<file path="config.mk">
export PLATFORM = sky130hd
export DESIGN_NAME = wide_add_seq
export DESIGN_NICKNAME = d
export VERILOG_FILES = /design/src/rtl/wide_add_pkg.sv /design/src/rtl/wide_add_seq_bk.sv /design/src/rtl/wide_add_seq.sv
export SDC_FILE = /design/constraint.sdc
export NUM_CORES = 1
export LEC_CHECK = 0
export ABC_AREA = 1
export BUFFER_PORTS_ARGS = -buffer_cell sky130_fd_sc_hd__clkbuf_2
export CORE_MARGIN = 5
export CORE_UTILIZATION = 54
export CTS_CLUSTER_SIZE = 30
export DETAILED_ROUTE_END_ITERATION = 10
export PLACE_DENSITY_LB_ADDON = 0.08
export SLEW_MARGIN = 20
export SYNTH_ARGS = -nofsm -noshare
export SYNTH_HDL_FRONTEND = slang
export SYNTH_HIERARCHICAL = 1
export SYNTH_SLANG_ARGS = --single-unit
</file>
<file path="constraint.sdc">
create_clock -name clk -period 4.2 [get_ports clk]
set_clock_uncertainty 0.15 [all_clocks]
set_input_delay 0.21 -clock clk [delete_from_list [all_inputs] [get_ports clk]]
set_output_delay 0.21 -clock clk [all_outputs]
set_load 0.02 [all_outputs]
</file>
<file path="src/rtl/wide_add_pkg.sv">
// Shared definitions for the word-serial wide adder.
//   WORD_W  : width of one adder slice; operands are processed one word per cycle.
//   state_t : control states of the sequencer.
package wide_add_pkg;

  localparam int WORD_W = 32;

  typedef enum logic [1:0] {
    IDLE = 2'd0,
    ADD  = 2'd1,
    DONE = 2'd2
  } state_t;

endpackage

</file>
<file path="src/rtl/wide_add_seq_bk.sv">
// Brent_Kung: 32-bit combinational adder with a Brent-Kung parallel prefix carry tree.
// Ports:
//   a, b : 32-bit addends
//   cin  : carry into bit 0
//   s    : 32-bit sum
//   cout : carry out of bit 31
module Brent_Kung
  import wide_add_pkg::*;
(
  input  logic [WORD_W-1:0] a,
  input  logic [WORD_W-1:0] b,
  input  logic              cin,
  output logic [WORD_W-1:0] s,
  output logic              cout
);

  logic [WORD_W-1:0] pg_p;   // bitwise propagate, kept for the final xor
  logic [WORD_W-1:0] grp_g;  // group generate over [0..i] after both sweeps
  logic [WORD_W-1:0] grp_p;  // group propagate over [0..i] after both sweeps
  logic [WORD_W:0]   carry;

  always_comb begin
    pg_p  = a ^ b;
    grp_g = a & b;
    grp_p = a ^ b;

    // Up-sweep: indices 2d-1, 4d-1, ... absorb the span d below them.
    for (int d = 1; d < WORD_W; d = d * 2) begin
      for (int i = 2 * d - 1; i < WORD_W; i = i + 2 * d) begin
        grp_g[i] = grp_g[i] | (grp_p[i] & grp_g[i - d]);
        grp_p[i] = grp_p[i] & grp_p[i - d];
      end
    end

    // Down-sweep: fill the remaining positions from already-complete prefixes.
    for (int d = WORD_W / 4; d >= 1; d = d / 2) begin
      for (int i = 3 * d - 1; i < WORD_W; i = i + 2 * d) begin
        grp_g[i] = grp_g[i] | (grp_p[i] & grp_g[i - d]);
        grp_p[i] = grp_p[i] & grp_p[i - d];
      end
    end

    // Carry-in folded in last: carry into bit i+1 is prefix [0..i] applied to cin.
    carry[0] = cin;
    for (int i = 0; i < WORD_W; i++) begin
      carry[i + 1] = grp_g[i] | (grp_p[i] & cin);
    end

    s    = pg_p ^ carry[WORD_W-1:0];
    cout = carry[WORD_W];
  end

endmodule

</file>
<file path="src/rtl/wide_add_seq.sv">
// wide_add_seq: adds two NWORDS x 32-bit operands one word per cycle through a
// single 32-bit Brent_Kung slice, rippling the carry through a register.
// Ports:
//   clk, rst            : clock, synchronous active-high reset
//   in_valid/in_ready   : operand handshake (in_a, in_b, in_cin)
//   out_valid/out_ready : result handshake (out_sum, out_cout)
//   busy                : high whenever the sequencer is not IDLE
//   dbg_state           : current sequencer state, for observation only
//
// Handshake: a transfer happens on a rising edge where valid and ready are
// both 1. in_ready and out_valid are decoded from the state register only, so
// neither depends combinationally on in_valid or out_ready. Operands are
// ignored whenever in_ready is 0; the result is held stable while out_valid is
// 1 and out_ready is 0. The edge that takes a result never accepts operands.
module wide_add_seq
  import wide_add_pkg::*;
#(
  parameter int NWORDS = 4
) (
  input  logic                     clk,
  input  logic                     rst,
  input  logic                     in_valid,
  output logic                     in_ready,
  input  logic [WORD_W*NWORDS-1:0] in_a,
  input  logic [WORD_W*NWORDS-1:0] in_b,
  input  logic                     in_cin,
  output logic                     out_valid,
  input  logic                     out_ready,
  output logic [WORD_W*NWORDS-1:0] out_sum,
  output logic                     out_cout,
  output logic                     busy,
  output state_t                   dbg_state
);

  localparam int W     = WORD_W * NWORDS;
  localparam int IDX_W = $clog2(NWORDS);
  localparam logic [IDX_W-1:0] IDX_LAST = IDX_W'(NWORDS - 1);

  state_t            state_q, state_d;
  logic [IDX_W-1:0]  idx_q,   idx_d;
  logic              carry_q, carry_d;
  logic [W-1:0]      a_q,     a_d;
  logic [W-1:0]      b_q,     b_d;
  logic [W-1:0]      sum_q,   sum_d;
  logic              cout_q,  cout_d;

  logic [WORD_W-1:0] word_a;
  logic [WORD_W-1:0] word_b;
  logic [WORD_W-1:0] bk_s;
  logic              bk_cout;

  // Word-select mux feeding the single adder slice.
  assign word_a = a_q[idx_q * WORD_W +: WORD_W];
  assign word_b = b_q[idx_q * WORD_W +: WORD_W];

  Brent_Kung u_bk (
    .a    (word_a),
    .b    (word_b),
    .cin  (carry_q),
    .s    (bk_s),
    .cout (bk_cout)
  );

  always_comb begin
    state_d = state_q;
    idx_d   = idx_q;
    carry_d = carry_q;
    a_d     = a_q;
    b_d     = b_q;
    sum_d   = sum_q;
    cout_d  = cout_q;

    case (state_q)
      IDLE: begin
        if (in_valid) begin
          a_d     = in_a;
          b_d     = in_b;
          carry_d = in_cin;
          idx_d   = '0;
          state_d = ADD;
        end
      end
      ADD: begin
        sum_d[idx_q * WORD_W +: WORD_W] = bk_s;
        carry_d = bk_cout;
        if (idx_q == IDX_LAST) begin
          // Wrap idx to 0 rather than past NWORDS-1.
          idx_d   = '0;
          cout_d  = bk_cout;
          state_d = DONE;
        end else begin
          idx_d = idx_q + 1'b1;
        end
      end
      DONE: begin
        if (out_ready) begin
          state_d = IDLE;
        end
      end
      default: begin
        state_d = IDLE;
      end
    endcase
  end

  always_ff @(posedge clk) begin
    if (rst) begin
      state_q <= IDLE;
      idx_q   <= '0;
      carry_q <= 1'b0;
      a_q     <= '0;
      b_q     <= '0;
      sum_q   <= '0;
      cout_q  <= 1'b0;
    end else begin
      state_q <= state_d;
      idx_q   <= idx_d;
      carry_q <= carry_d;
      a_q     <= a_d;
      b_q     <= b_d;
      sum_q   <= sum_d;
      cout_q  <= cout_d;
    end
  end

  assign in_ready  = (state_q == IDLE);
  assign out_valid = (state_q == DONE);
  assign busy      = (state_q != IDLE);
  assign out_sum   = sum_q;
  assign out_cout  = cout_q;
  assign dbg_state = state_q;

endmodule

</file>
# Word level (Yosys, flattened, before mapping)
# Index checks and enable logic that the tools add are counted.
[totals]
reg_bits = 390
output_inout_bits = 134
wordCells = 274
[op_classes]
add_sub_neg = 2
eq_ne = 6
shift = 4
mux = 10
bitwise = 238
reduce_logical = 7
[ops]
columns = ["op", "n"]
rows = [
  ["variable part select 128 x 8 -> 32 bit", 2],
  ["bitwise AND 1 bit", 146],
  ["bitwise mux 128 bit", 1],
  ["variable shift 32 x 34 -> 128 bit (first input constant)", 1],
  ["variable part select 32 x 34 -> 128 bit", 1],
  ["OR 1 bit", 89],
  ["XOR 32 bit", 2],
  ["negation 7 -> 34 bit", 1],
  ["bitwise AND 32 bit", 1],
  ["2-to-1 mux 2 bit", 5],
  ["case mux 2 bit (3 select lines)", 1],
  ["AND reduction 2 bit", 3],
  ["== test 2 bit (second input constant)", 2],
  ["!= test 2 bit (second input constant)", 2],
  ["case mux 2 bit (2 select lines)", 1],
  ["nonzero test 2 bit", 2],
  ["AND reduction 3 bit", 1],
  ["adder 2 x 1 -> 2 bit (second input constant)", 1],
  ["== test 2 x 1 -> 1 bit (second input constant)", 1],
  ["logical NOT 2 bit", 1],
  ["!= test 2 x 1 -> 1 bit (second input constant)", 1],
  ["case mux 1 bit (2 select lines)", 1],
  ["2-to-1 mux 1 bit", 1],
]

# Depth between registers and ports, before layout
# Gate-level depths: netlist of run 1.
[logic_depth]
word_depth = 22
depth_mapped = 30
mapped_depth_nobuf = 26

# Hierarchy
# Netlist of run 1, hierarchy kept.
[modules_own_cells]
columns = ["mod", "n_inst", "cells_per_inst", "area_each_um2", "seq_area_each_um2"]
rows = [
  ["wide_add_seq", 1, 2232, 16022.9, 7807.5],
  ["Brent_Kung", 1, 197, 1306.3, 0.0],
]

# Worst setup path before layout of run 1
# OpenSTA, ideal clock, no wires.
[synth_timing]
path_type = "register to register"
startpoint = "reg idx_q[0]"
endpoint = "reg sum_q[15], in the netlist out_sum[15]"
setup_ps = 64
arrival_ps = 3005
required_ps = 3986
path_slack_ps = 981
stages_incl_launch_ff = 25
n_path_buf = 4
period_less_slack_ps = 3219
cell_sequence = "dfxtp_1 > buf_4 > inv_2 > buf_6 > buf_6 > clkbuf_2 > o21ai_1 > o22ai_1 > ha_1 > nand2_1 > nand2_1 > nand2_1 > nand2_2 > nand2_1 > nand3_1 > nand2_1 > nand3_1 > nand3_1 > nand3_1 > a21oi_1 > xnor2_1 > inv_1 > nor3_1 > nor2_1 > nor2_1"
[synth_between]
word_cells_on_any_way = 227
classes_between = "add/sub: 1; shift: 4; mux: 1; bitwise: 221"
[synth_rtl]
columns = ["element", "line", "source"]
rows = [
  ["from (decl)", "wide_add_seq.sv:40", "logic [IDX_W-1:0] idx_q, idx_d;"],
  ["from (signal assigned)", "wide_add_seq.sv:117", "idx_q <= idx_d;"],
  ["variable part select 128 x 8 -> 32 bit *", "wide_add_seq.sv:53", "assign word_a = a_q[idx_q * WORD_W +: WORD_W];"],
  ["via word_a[1]", "wide_add_seq.sv:47", "logic [WORD_W-1:0] word_a;"],
  ["XOR 32 bit", "wide_add_seq_bk.sv:25", "grp_p = a ^ b;"],
  ["bitwise AND 1 bit", "wide_add_seq_bk.sv:30", "grp_g[i] = grp_g[i] | (grp_p[i] & grp_g[i - d]);"],
  ["OR 1 bit", "wide_add_seq_bk.sv:30", ""],
  ["bitwise AND 1 bit", "wide_add_seq_bk.sv:30", ""],
  ["OR 1 bit", "wide_add_seq_bk.sv:30", ""],
  ["bitwise AND 1 bit", "wide_add_seq_bk.sv:30", ""],
  ["(+4 left out)", "--", ""],
  ["OR 1 bit", "wide_add_seq_bk.sv:38", "grp_g[i] = grp_g[i] | (grp_p[i] & grp_g[i - d]);"],
  ["bitwise AND 1 bit", "wide_add_seq_bk.sv:38", ""],
  ["OR 1 bit", "wide_add_seq_bk.sv:38", ""],
  ["OR 1 bit *", "wide_add_seq_bk.sv:46", "carry[i + 1] = grp_g[i] | (grp_p[i] & cin);"],
  ["XOR 32 bit *", "wide_add_seq_bk.sv:49", "s = pg_p ^ carry[WORD_W-1:0];"],
  ["via bk_s[15]", "wide_add_seq.sv:49", "logic [WORD_W-1:0] bk_s;"],
  ["variable part select 32 x 34 -> 128 bit *", "wide_add_seq.sv:84", "sum_d[idx_q * WORD_W +: WORD_W] = bk_s;"],
  ["bitwise mux 128 bit *", "wide_add_seq.sv:84", ""],
  ["to (signal assigned)", "wide_add_seq.sv:121", "sum_q <= sum_d;"],
  ["to (decl)", "wide_add_seq.sv:44", "logic [W-1:0] sum_q, sum_d;"],
]
# The timed path passes the listed nets; every way through them passes the cells marked *.
# A chain may end at the register's enable or synchronous reset.

# Worst setup path in the final report of run 1
[layout_timing]
startpoint = "reg idx_q[0]"
endpoint = "reg sum_q[55], in the netlist out_sum[55]"
[layout_between]
word_cells_on_any_way = 227
classes_between = "add/sub: 1; shift: 4; mux: 1; bitwise: 221"
[layout_rtl]
columns = ["element", "line", "source"]
rows = [
  ["variable part select 128 x 8 -> 32 bit *", "wide_add_seq.sv:54", "assign word_b = b_q[idx_q * WORD_W +: WORD_W];"],
  ["via word_b[11]", "wide_add_seq.sv:48", "logic [WORD_W-1:0] word_b;"],
  ["XOR 32 bit", "wide_add_seq_bk.sv:25", ""],
  ["bitwise AND 1 bit, on equally long branches", "wide_add_seq_bk.sv:30, wide_add_seq_bk.sv:31", ""],
  ["OR 1 bit or bitwise AND 1 bit (tied branches)", "wide_add_seq_bk.sv:30", ""],
  ["OR 1 bit", "wide_add_seq_bk.sv:30", ""],
  ["bitwise AND 1 bit", "wide_add_seq_bk.sv:30", ""],
  ["OR 1 bit (2 in series)", "wide_add_seq_bk.sv:30", ""],
  ["(+3 left out)", "--", ""],
  ["OR 1 bit", "wide_add_seq_bk.sv:38", ""],
  ["bitwise AND 1 bit", "wide_add_seq_bk.sv:38", ""],
  ["OR 1 bit", "wide_add_seq_bk.sv:38", ""],
  ["OR 1 bit *", "wide_add_seq_bk.sv:46", ""],
  ["XOR 32 bit *", "wide_add_seq_bk.sv:49", ""],
  ["via bk_s[23]", "wide_add_seq.sv:49", ""],
  ["variable part select 32 x 34 -> 128 bit *", "wide_add_seq.sv:84", ""],
  ["bitwise mux 128 bit *", "wide_add_seq.sv:84", ""],
]
# Marked as above.

==> results of run 1 <==
-- synthesized netlist by cell type --
cell	number
a21oi_1	119
and2_1	1
buf_1	4
buf_2	29
buf_4	28
buf_6	5
clkbuf_1	116
clkbuf_2	1
dfxtp_1	390
fa_1	1
ha_1	37
inv_1	62
inv_2	4
nand2_1	250
nand2_2	9
nand2_4	6
nand3_1	15
nand3_2	4
nand4_1	1
nor2_1	757
nor2_2	7
nor2_4	1
nor3_1	36
nor3_2	29
o21a_1	1
o21ai_0	393
o21ai_1	32
o22ai_1	64
xnor2_1	11
xor2_1	16
-- routing by layer --
layer | routed length [um] | GRT usage, %
met2 | 27100 | 51.7
met4 | 2530 | 13.3
met3 | 5070 | 5.84
met5 | 0 | 0
met1 | 25300 | 43.2
-- final timing paths --
check	from	to	depth (start not counted)
setup / recovery	idx_q[0]	out_sum[55]	21
hold / removal	in_valid	idx_q[0]	4
setup reg to reg	idx_q[0]	out_sum[55]	21
hold reg to reg	out_sum[60]	out_sum[60]	2
-- worst register-to-register path: stages (launching register included) --
cell,delay [ns]
dfxtp_4,0.41
buf_12,0.36
o21ai_0,0.26
o22ai_1,0.44
ha_1,0.38
a21oi_1,0.22
nand2_1,0.08
nand2_1,0.05
nand2_1,0.06
nor2_2,0.12
nand2_4,0.10
nand2_1,0.09
nand2_2,0.07
nand3_1,0.07
nand2_1,0.08
nand2_1,0.07
nand2_1,0.06
xor2_1,0.14
inv_1,0.12
nor3_2,0.19
nand2_1,0.09
a21oi_1,0.13
-- layout make-up --
type                       instances  area share, %
clock buffer                      55           4.97
sequential                       390           33.8
antenna                            7         0.0758
tap                              402           2.18
inverter                          66           1.15
clock inverter                    13          0.580
timing repair buffer             677           20.8
multi-input combinational       1790           36.5
-- power groups by stage --
stage          clock (mW)  sequential [mW]  combinational, mW
2_1_floorplan           0             4.17               1.28
3_3_place_gp            0             4.17               1.81
3_5_place_dp            0             4.18               1.84
4_1_cts              3.53             4.10               2.04
5_1_grt              3.71             4.12               2.32
6_report             3.52             4.10               2.11
-- per-stage QoR --
| stage | area, sq um | setup slack (ns) | std cells | hold slack, ns |
|---|---|---|---|---|
| floorplan | 17300 | 0.981 | 2429 | 0.209 |
| global placement | 19200 | 0.592 | 3067 | 0.301 |
| detailed placement | 19200 | 0.543 | 3067 | 0.305 |
| CTS | 23100 | 0.491 | 3393 | 0.0844 |
| global route | 23100 | 0.149 | 3399 | 0.116 |
| finish | 23100 | 0.400 | 3400 | 0.0985 |
-- sequential cells by signal, summed over array words and instances (netlist names) --
name,flops
a_q,128
b_q,128
carry_q,1
dbg_state,2
idx_q,2
out_cout,1
out_sum,128
-- cells in the final DEF, fill, tap and decap left out, drive strengths merged, types with 2 or more instances in the layout --
master	count
a21oi	119
buf	26
bufinv	2
clkbuf	448
clkinv	9
dfxtp	390
diode	7
dlygate4sd3	258
ha	37
inv	67
nand2	265
nand3	19
nor2	765
nor3	65
o21ai	425
o22ai	64
xnor2	11
xor2	16
-- kinds of logic (layout without fill, tap and decap cells) --
logic type	after synthesis	in the layout	synth area share, %
XOR/XNOR	27	27	1.36
AO/OA/AOI/OAI	609	609	18.1
other	0	7	0
AND/OR/NAND/NOR	1116	1116	26.3
adder cells (fa/ha/maj)	38	38	2.79
flip-flops	390	390	45.1
buffers and inverters	249	811	6.43
-- timing repair --
item / CTS / global route
setup endpoints to repair: 0 / 0
hold buffers: 258 / 0
endpoints found under the hold margin: 258 / 0
setup buffers: 0 / 0
==> results.txt, run 1 <==
The number of pins with negative max-slew slack in the final report is 0. The DRC violation total after the first TritonRoute iteration came out at 1691. Adding up every negative setup slack in the final design gives 0 ns.

Clock-pin slew was measured on the worst setup and hold paths at 0.06 ns. The overall track demand over capacity in global routing is 32.3%. The switching portion of total power came out at 30.4%. The tree built by TritonCTS fans out to 390 sinks.

The final count of negative-setup-slack endpoints came out at 0. The number of vias after detailed routing came out at 18700. The unique cell type count in the Yosys netlist came out at 30. The internal portion of total power is 6.78 mW. The worst stage delay on the critical path is 0.44 ns.

The area occupied by multi-input gates came out at 8430 sq um. By area the synthesized netlist is led by dfxtp_1, nor2_1, o21ai_0. The wire length per cell is 17.7 um. Buffers placed on the I/O ports in this run total 394. The synthesized netlist occupies a cell area of 17300 sq um. Once detail routing completed, the nets flagged for antenna violations numbered 0. Cells fill 73.0% of the core in the end. On the critical path the largest part of the delay comes from simple AND/OR/NAND/NOR gates. The signed area change from the synthesized netlist to the final layout is 33.3%. TritonCTS created 41 clock buffers. The power density of the placed cells came out at 421 nW/um^2.

Setup repair after global routing left no endpoint under its margin. The detailed-route vias per instance is 5.51. Each instance of the synthesized netlist takes up on average 7.13 sq um. The max-capacitance violation count came out at 0. Row generation in the floorplan step produced 65 rows. The total area of sequential cells is 7810 sq um. The die extent in y is 189 um. The highest fanout seen on the critical path came out at 106.

The analysis attributes to net switching a power of 2.96 mW. The critical path's slowest cell is o22ai_1. The via count of the first global-routing pass came out at 17900. The worst endpoint required time is 4.49 ns.

The number of antenna violations at the first check in global routing came out at 6. After layout, the minimum clock period comes to 3.80 ns. The combined buffer and inverter count along the critical path came out at 2.

The slew of the pin with the lowest slew margin is 1.05 ns. The worst setup path is captured at a flop. The length of the first detailed-routing pass in iterations came out at 6. The top-area cell type share of the netlist area came out at 45.1%.

The total count of hold-check failures in the final report came out at 0. The fraction of final layout cells sized beyond drive strength 1 came out at 18.3%. The cell that appears most often on the critical path is nand2_1. Yosys printed 6 warnings. The clock insertion delay at the later pin of the skew report came out at 0.53 ns.

The tightest min-delay check is of the input pin to flop type. For this design the top-level I/O count stands at 395. The global placer's final weighted congestion came out at 0.881. The portion of total power attributed to sequential cells is 42.2%. The wire length of the first global-routing pass is 94.7 mm. The leading area contributor after synthesis is dfxtp_1. Across the VDD grid, the largest voltage drop is 0.000263 V. The detailed-route DRC error count came out at 0.

The count of fill cells added during filler insertion came out at 2436. The maximum number of pins on one net before global-route repair is 177. After floorplanning, the core was sized to cover 31600 sq um. For this run, the top clock speed supported by timing is 263 MHz. Detailed placement ended at an HPWL of 37.4 mm. The post-layout net count is 3265. The worst slew margin relative to its limit came out at 30.3%. The arrival time of data at the critical path endpoint is 4.09 ns.

The routed wire length is 60.1 mm. By startpoint and endpoint, the worst setup path is classified as flop to flop. The overflow left after global routing is 0.

The share of total power in combinational logic is 21.6%. The leakage component of the power is 10.2 nW. The post-cts resize count is 0. Of the synthesized area, sequential elements account for 45.1%.

In this run, synthesis produced a sequential element count of 390. The width of the die is 189 um. The setup slack on the worst flop-to-flop path came out at 0.40 ns.

Clock tree synthesis selected as its root buffer the cell clkbuf_16. The signal on the critical path passes through buf_12, o21ai_0, o22ai_1, ha_1, a21oi_1, nand2_1, nand2_1, nand2_1, nor2_2, nand2_4, nand2_1, nand2_2, nand3_1, nand2_1, nand2_1, nand2_1, xor2_1, inv_1, nor3_2, nand2_1, a21oi_1. Counting every net in the synthesized netlist gives 2728. STA classifies the critical path startpoint as a flop.

The run finished with clean final reports. The H-tree was split into 2 levels. The total power after layout is 9.73 mW. The starting density of the core came out at 54.8%. In this run the deepest clock path goes through 3 buffers. The clock share of power is 36.2%. TritonCTS built the clock tree. In the finished design, the share of the clock period the worst path needs comes to 90.5%.

In the synthesized netlist, the number of instances is 2429. The die footprint is 35800 sq um.
(Power assumes the default switching activity.)
==> inputs of run 2 (changes only) <==
--- a/config.mk
+++ b/config.mk
@@ -9,9 +9,10 @@
 export BUFFER_PORTS_ARGS = -buffer_cell sky130_fd_sc_hd__clkbuf_2
 export CORE_MARGIN = 5
 export CORE_UTILIZATION = 54
-export CTS_CLUSTER_SIZE = 30
+export CTS_CLUSTER_SIZE = 16
 export DETAILED_ROUTE_END_ITERATION = 10
 export PLACE_DENSITY_LB_ADDON = 0.08
+export SETUP_SLACK_MARGIN = 0.5
 export SLEW_MARGIN = 20
 export SYNTH_ARGS = -nofsm -noshare
 export SYNTH_HDL_FRONTEND = slang
==> results.txt, run 2 (synthesis gave the netlist of run 1 again) <==
The worst path setup slack after routing was 0.707 ns (was 0.400 ns). The die extent in y is 189 um (unchanged). The starting density of the core is 54.8% (unchanged). Setup repair after global routing missed its margin: true (was false).

Commonest non-fill, non-tap cells in the layout: nor2_1, clkbuf_2, o21ai_0 (was nor2_1, o21ai_0, clkbuf_2). The signed area change from the synthesized netlist to the final layout is 34.4% (was 33.3%). The final count of negative-setup-slack endpoints is 0 (unchanged). The startpoint class of the critical path is a flop (unchanged). The clock-pin slew of the registers on the worst-case setup and hold paths came out at 0.06 ns (about the same).

The detailed-route vias per instance is 5.55 (was 5.51). The TritonCTS clock tree is done (unchanged). The clock period minus final worst setup slack came out at 3.49 ns (was 3.80 ns). The setup slack at placement is 0.543 ns (unchanged). The arrival time of data at the critical path endpoint was 3.79 ns (was 4.09 ns). The number of levels the H-tree was split into came to 2 (unchanged).

The maximum number of pins on one net before global-route repair came out at 177 (unchanged). Status: finished, final reports clean (unchanged). The clock share of power came out at 35.8% (was 36.2%). The fraction of final layout cells sized beyond drive strength 1 is 18.8% (was 18.3%).

The total I/O pin count is 395 (unchanged). The capturing element type of the critical path is a flop (unchanged). The wire length of the first global-routing pass was 94.3 mm (was 94.7 mm). The number of buffers inserted by port buffering is 394 (unchanged).

The post-layout net count came out at 3271 (was 3265). The length of the first detailed-routing pass in iterations is 5 (was 6). The kind of critical path is flop to flop (unchanged). The total clock buffers created by CTS came out at 40 (was 41).

The worst hold path class is input pin to flop (unchanged). The half-perimeter wire length after placement came to 37.4 mm (unchanged). The final core utilization is 73.6% (was 73.0%). The number of antenna-violating nets in the routed design was 0 (unchanged). The total count of hold-check failures in the final report came out at 0 (unchanged). The maximum clock path buffer count was 3 (unchanged). The power density of the placed cells came out at 419 nW/um^2 (was 421 nW/um^2). The area inside the core boundary is 31600 sq um (unchanged). The width of the die came out at 189 um (unchanged). The global placer's final weighted congestion is 0.881 (unchanged). The portion of total power attributed to sequential cells came to 42.1% (was 42.2%). The worst slew margin relative to its limit came out at 29.5% (was 30.3%). The number of vias after detailed routing came out at 18900 (was 18700).

The share of total power in combinational logic is 22.1% (was 21.6%). The clock insertion delay at the later pin of the skew report is 0.53 ns (about the same). The highest fanout seen on the critical path is 26 (was 106).

The number of pins with negative max-slew slack in the final report is 0 (unchanged). The routed wire length is 61.0 mm (was 60.1 mm). The switching portion of total power is 30.3% (was 30.4%). The detailed-route DRC error count was 0 (unchanged). The via count of the first global-routing pass is 17900 (about the same).

The switching power total came to 2.95 mW (was 2.96 mW). The max-capacitance violation count is 0 (unchanged). The maximum resistive drop on vdd is 0.000264 V (was 0.000263 V). The part of the cycle the worst path needs came out at 83.2% (was 90.5%).

The number of antenna violations at the first check in global routing was 6 (unchanged). The slew of the pin with the lowest slew margin is 1.06 ns (was 1.05 ns). The overflow left after global routing came out at 0 (unchanged). The internal portion of total power is 6.79 mW (was 6.78 mW). The worst endpoint required time is 4.49 ns (about the same). The most common cell after layout, fill and taps aside is nor2_1 (unchanged).

The wire length per cell is 17.9 um (was 17.7 um). The final instance area came out at 23300 sq um (was 23100 sq um). The total placed instance area came to 19200 sq um (unchanged). The highest clock frequency the design can meet is 286 MHz (was 263 MHz). The DRC violation total after the first TritonRoute iteration is 1695 (was 1691). The number of core rows is 65 (unchanged). The leakage component of the power came to 10.2 nW (about the same). The buffer cell driving the clock tree root is clkbuf_16 (unchanged).

The overall track demand over capacity in global routing came out at 32.1% (was 32.3%). The die footprint came out at 35800 sq um (unchanged). The aggregate negative setup slack came out at 0 ns (unchanged).

The clock sink count was 390 (unchanged).
[run 2: changes by cell type in the layout (fill, tap and decap cells not counted), moves of 2 or more]
cell | previous run | this run
o22ai_2 | 0 | 6
clkbuf_16 | 41 | 43
o21ai_0 | 393 | 389
buf_6 | 0 | 5
o21ai_1 | 32 | 36
o22ai_1 | 64 | 58
buf_4 | 22 | 20
[run 2: worst paths after layout]
path | slack (ns) | start | cells after the start | end
worst max-delay path | 0.71 | idx_q[0] | 22 | out_sum[55]
worst min-delay path | 0.10 | in_valid | 4 | carry_q
worst max register to register | 0.71 | idx_q[0] | 22 | out_sum[55]
worst min register to register | 0.31 | out_sum[60] | 2 | out_sum[60]
[run 2: layout make-up]
cell class	count	area [sq um]
Multi-Input combinational cell	1790	8480
Fill cell	2417	8350
Sequential cell	390	7810
Timing Repair Buffer	684	4930
Clock buffer	55	1150
Tap cell	402	503
Inverter	66	282
Clock inverter	12	115
Antenna cell	7	17.5
[run 2: worst max-delay path: stages, from the launching register on]
cell       delay [ns]
dfxtp_4          0.47
buf_12           0.16
clkbuf_16        0.21
nor2_1           0.07
o22ai_1          0.32
ha_1             0.37
nand2_1          0.11
a21oi_1          0.07
nor2_1           0.08
nand2_1          0.07
nor2_2           0.12
nand2_4          0.10
nand2_1          0.08
nand2_2          0.07
nand3_1          0.07
nand2_1          0.08
nand2_1          0.07
nand2_1          0.06
xor2_1           0.13
inv_1            0.12
nor3_2           0.18
nand2_1          0.09
a21oi_1          0.13
[run 2: repair_timing]
action                     in CTS  in global routing
gates resized for setup         1                 27
gates cloned                    0                  3
setup endpoints to repair       1                 96
pin swaps                       0                  3
hold endpoints to repair      258                  0
setup buffers                   0                  4
hold buffers                  258                  0
[run 2: stage by stage]
| step | power, mW | hold WS [ns] | instances |
|---|---|---|---|
| finish | 9.75 | 0.103 | 3406 |
| global route | 10.2 | 0.114 | 3405 |
| CTS | 9.65 | 0.0822 | 3392 |
| detailed placement | 6.02 | 0.305 | 3067 |
| global placement | 5.98 | 0.301 | 3067 |
| floorplan | 5.44 | 0.209 | 2429 |
[run 2: routing by layer]
layer | GRT usage [%] | routed length (um) | vias up
li1 | - | - | 9013
met1 | 43.2 | 25300 | 8691
met2 | 51.1 | 27600 | 1000
met3 | 5.94 | 5380 | 192
met4 | 13.6 | 2720 | 0
met5 | 0 | 0 | -
[run 2: power groups by stage]
stage | registers [mW] | clock network [mW] | logic (mW)
floorplan | 4.17 | 0 | 1.28
global placement | 4.17 | 0 | 1.81
detailed placement | 4.18 | 0 | 1.84
CTS | 4.10 | 3.51 | 2.04
global route | 4.13 | 3.68 | 2.37
finish | 4.11 | 3.49 | 2.16
